[config.mk]
export PLATFORM = sky130hd
export DESIGN_NAME = mux_rr_arbiter
export DESIGN_NICKNAME = d
export VERILOG_FILES = /design/src/rtl/mux_rr_arbiter.sv
export SDC_FILE = /design/constraint.sdc
export NUM_CORES = 1
export LEC_CHECK = 0
export CAP_MARGIN = 20
export CORE_ASPECT_RATIO = 1.75
export CORE_MARGIN = 3
export CORE_UTILIZATION = 40
export DETAILED_ROUTE_END_ITERATION = 7
export GPL_TIMING_DRIVEN = 0
export HOLD_SLACK_MARGIN = 0.15
export PLACE_DENSITY = 0.86
export SYNTH_ARGS = -nofsm -noshare
export SYNTH_HDL_FRONTEND = slang
export SYNTH_SLANG_ARGS = --single-unit
[constraint.sdc]
create_clock -name clk -period 2.6 [get_ports clk]
set_input_delay 0.52 -clock clk [delete_from_list [all_inputs] [get_ports clk]]
set_output_delay 0.52 -clock clk [all_outputs]
set_load 0.01 [all_outputs]
[src/rtl/mux_rr_arbiter.sv]
// rtl/mux_rr_arbiter.sv - two-requester round-robin arbiter feeding a registered 2:1 mux output stage
// Optional request locking is compiled in when MUX_RR_ARBITER_LOCK_EN is defined.
module mux_rr_arbiter #(
    parameter int DATA_WIDTH = 32
) (
    input  logic                  clk,
    input  logic                  rst_n,
    input  logic                  in0_valid,
    input  logic [0:DATA_WIDTH-1] in0_data,
    output logic                  in0_ready,
    input  logic                  in1_valid,
    input  logic [0:DATA_WIDTH-1] in1_data,
    output logic                  in1_ready,
`ifdef MUX_RR_ARBITER_LOCK_EN
    input  logic                  in0_lock,
    input  logic                  in1_lock,
    output logic                  lock_owner_active,
`endif
    output logic                  sel,
    output logic                  out_valid,
    output logic [0:DATA_WIDTH-1] out_data,
    output logic                  out_src,
    input  logic                  out_ready
);

    logic                  out_valid_q, out_valid_d;
    logic [0:DATA_WIDTH-1] out_data_q, out_data_d;
    logic                  out_src_q, out_src_d;
    logic                  last_grant_q, last_grant_d;
    logic                  grant;
    logic                  space;
    logic                  xfer;
`ifdef MUX_RR_ARBITER_LOCK_EN
    logic                  lock_q, lock_d;
`endif

    always_comb begin
        grant = ~last_grant_q;
        if (in0_valid && !in1_valid) begin
            grant = 1'b0;
        end else if (in1_valid && !in0_valid) begin
            grant = 1'b1;
        end
`ifdef MUX_RR_ARBITER_LOCK_EN
        // The lock owner is always the last granted requester, so last_grant names it.
        if (lock_q) begin
            grant = last_grant_q;
        end
`endif
    end

    // Readies are gated by rst_n so no handshake can complete while reset is held.
    assign space     = ~out_valid_q | out_ready;
    assign in0_ready = rst_n & space & ~grant & in0_valid;
    assign in1_ready = rst_n & space & grant & in1_valid;
    assign xfer      = in0_ready | in1_ready;

    always_comb begin
        out_valid_d  = out_valid_q;
        out_data_d   = out_data_q;
        out_src_d    = out_src_q;
        last_grant_d = last_grant_q;
        if (xfer) begin
            out_valid_d  = 1'b1;
            out_data_d   = grant ? in1_data : in0_data;
            out_src_d    = grant;
            last_grant_d = grant;
        end else if (out_valid_q && out_ready) begin
            out_valid_d  = 1'b0;
        end
    end

`ifdef MUX_RR_ARBITER_LOCK_EN
    always_comb begin
        lock_d = lock_q;
        if (xfer) begin
            lock_d = grant ? in1_lock : in0_lock;
        end
    end

    always_ff @(posedge clk or negedge rst_n) begin
        if (!rst_n) begin
            lock_q <= 1'b0;
        end else begin
            lock_q <= lock_d;
        end
    end

    assign lock_owner_active = lock_q;
`endif

    always_ff @(posedge clk or negedge rst_n) begin
        if (!rst_n) begin
            out_valid_q  <= 1'b0;
            out_data_q   <= '0;
            out_src_q    <= 1'b0;
            last_grant_q <= 1'b1;
        end else begin
            out_valid_q  <= out_valid_d;
            out_data_q   <= out_data_d;
            out_src_q    <= out_src_d;
            last_grant_q <= last_grant_d;
        end
    end

    assign sel       = grant;
    assign out_valid = out_valid_q;
    assign out_data  = out_data_q;
    assign out_src   = out_src_q;

endmodule
==> results_dict.tcl <==
set metrics [dict create \
    gp_congestion 0.855 \
    setup_ws_ns 0.0748 \
    combPwrFrac 0.433 \
    wl_per_cell_um 18.5 \
    yosysWarnings 0 \
    die_area_mm2 0.00598 \
    grt_max_degree 35 \
    slew_headroom 0.684 \
    ys_seq_elements 35 \
    use_met2 0.410 \
    grt_setup_unrepaired "no" \
    fin_crit_sh 0.971 \
    first_pass_iters 4 \
    crit_arrival_ns 2.01 \
    syn_inst 214 \
    grt_pass1_wl_mm 10.7 \
    ys_seq_area_frac 0.434 \
    grt_busiest_layer "met2" \
    clock_latency_ns 0.29 \
    initial_core_util 0.422 \
    clk_pin_slew_ns 0.08 \
    cts_max_level 2 \
    seqPwrFrac 0.352 \
    grt_usage 0.231 \
    syn_area_mm2 0.00202 \
    layout.nets 397 \
    reg2reg_depth 5 \
    status "completed" \
    reg2reg_to "out_data[21]" \
    finalSetupViolations 0 \
    dp_hpwl_mm 5.05 \
    num_io_pins 106 \
    rows 33 \
    clockRootBuffer "clkbuf_8" \
    p_total_mw 2.11 \
    syn_nets 283 \
    antenna_cells 0 \
    cts.sinks 35 \
    post-synth-top-area-cell "dfrtp_1" \
    clockPowerShare 0.215 \
    placed_cell_area_mm2 0.00313 \
    portBuffers 105 \
    dp_slack_ns -0.660 \
    wl_mm 7.06 \
    worstPathRequired_ns 2.08 \
    criticalPathCategory "in -> out" \
    antenna_left 0 \
    drive_gt1_frac 0.134 \
    cp-end-kind "output pin" \
    max_cap_viol_count 0 \
    ys_top_cells_by_area "dfrtp_1, a31oi_1, o211ai_1" \
    cts_buffers 5 \
    finalCriticalPeriod_ns 2.53 \
    dr.first_iter.drc_count 140 \
    drv_slew 0 \
    die_h_um 100 \
    synth_top_area_share 0.421 \
    r2r_slack_ns 0.80 \
    final-hold-violation-count 0 \
    clock.fmax_mhz 396 \
    cp_max_fo 3 \
    overflow 0 \
    final_area_mm2 0.00331 \
    p_int_mw 1.39 \
    tritoncts "built" \
    vdd_drop_max_mv 0.477 \
    crit_end "in0_ready" \
    viasPerCell 6.07 \
    hold_path_class "in -> async" \
    p_switching_uw 715 \
    fin_skew_ns 0.00591 \
    antenna_found_initial 0 \
    cp-startpoint "out_ready" \
    dieWidth_um 59.8 \
    sw_frac_of_total 0.339 \
    use_met3 0.0347 \
    reg2reg_from "last_grant_q" \
    fin_util 0.690 \
    holdWs_ns 0.166 \
    leakage_nw 1.22 \
    start_kind "input pin" \
    coreArea_mm2 0.00479 \
    drc_errors 0 \
    grt_pass1_vias 2217 \
    yosys.cell_types.count 23 \
    pwr_density_cell_mw_per_mm2 638 \
    worst_slew_pin_slew_ns 0.474 \
    avgSynthCellArea_um2 9.45 \
    clock_path_buffers 2 \
    via_count 2313 \
    area_growth_pct 63.4 \
    gr-usage-met1 0.267 \
]
-- critical path, cell delays in order --
cell             delay (ns)
clkdlybuf4s50_1        0.46
nand2b_4               0.13
buf_6                  0.10
nand3_1                0.09
a21oi_1                0.15
clkdlybuf4s50_1        0.55
-- stage by stage --
step                      TNS [ns]  cells
after detailed placement     -1.27    371
after floorplan                  0    214
after CTS                        0    378
after global routing             0    381
after global placement      -28.38    371
final                            0    381
-- sequential cells by signal, summed over array words and instances, names as in the netlist --
register / cells
out_valid: 1
out_data: 32
out_src: 1
last_grant_q: 1
-- kinds of logic after synthesis --
family                 Yosys count  synth area share
AO/OA/AOI/OAI                  103             0.375
AND/OR/NAND/NOR                 41             0.103
flip-flops                      35             0.434
buffers and inverters           35            0.0884
-- worst min path at each step --
stage / slack [ns] / from / to / cells past startpoint
floorplan: 0.22 / rst_n / out_data[0] / 0
global placement: 0.48 / out_src / out_src / 1
detailed placement: 0.48 / out_src / out_src / 1
CTS: 0.16 / rst_n / last_grant_q / 1
global route: 0.16 / rst_n / last_grant_q / 1
finish: 0.17 / rst_n / last_grant_q / 1
-- cells in the mapped netlist --
cell type	count
a21bo_2	1
inv_1	1
o21ai_0	1
and3_4	1
a21oi_1	1
nand2_1	3
nor2_1	1
clkbuf_1	14
o21bai_2	1
a41oi_1	1
buf_1	4
a31oi_2	10
nand3_1	34
a31oi_1	55
dfstp_2	1
dfrtp_1	34
nand2b_1	1
o211ai_1	32
or2_1	1
buf_4	1
buf_6	4
buf_2	11
o2bb2ai_1	1
-- layout by cell type (no fill, tap or decap), drive strengths merged, types with 2 or more instances in the layout --
master,synthesis,final
clkdlybuf4s50,0,101
dlygate4sd2,0,2
clkbuf,14,20
nand3,34,34
buf,20,24
o211ai,32,32
nand2,3,3
dfrtp,34,34
a31oi,65,65
-- layout make-up --
class	count	area, um2
Tap cell	52	65.1
Fill cell	385	1480
Clock inverter	1	7.51
Timing Repair Buffer	110	1100
Inverter	1	3.75
Multi-Input combinational cell	144	975
Buffer	31	179
Clock buffer	7	96.3
Sequential cell	35	877
-- per-layer routing --
| layer | vias to the layer above | routed length (um) |
|---|---|---|
| met5 | - | 0 |
| met4 | 0 | 150 |
| met3 | 15 | 453 |
| met2 | 109 | 3990 |
| met1 | 1108 | 2470 |
| li1 | 1081 | - |
-- power groups by stage --
stage | Combinational, mW | Sequential, mW | Clock [mW]
final | 0.912 | 0.743 | 0.453
after global routing | 0.980 | 0.758 | 0.473
after CTS | 0.907 | 0.742 | 0.454
after detailed placement | 0.900 | 0.753 | 0
after global placement | 0.885 | 0.749 | 0
after floorplan | 0.374 | 0.804 | 0
-- repair_timing --
action,CTS,global route
setup buffers,1,3
hold endpoints to repair,34,0
hold buffers,1,0
gates resized for setup,8,3
setup endpoints to repair,3,3
No activity file was read; power rests on OpenSTA's default activity.
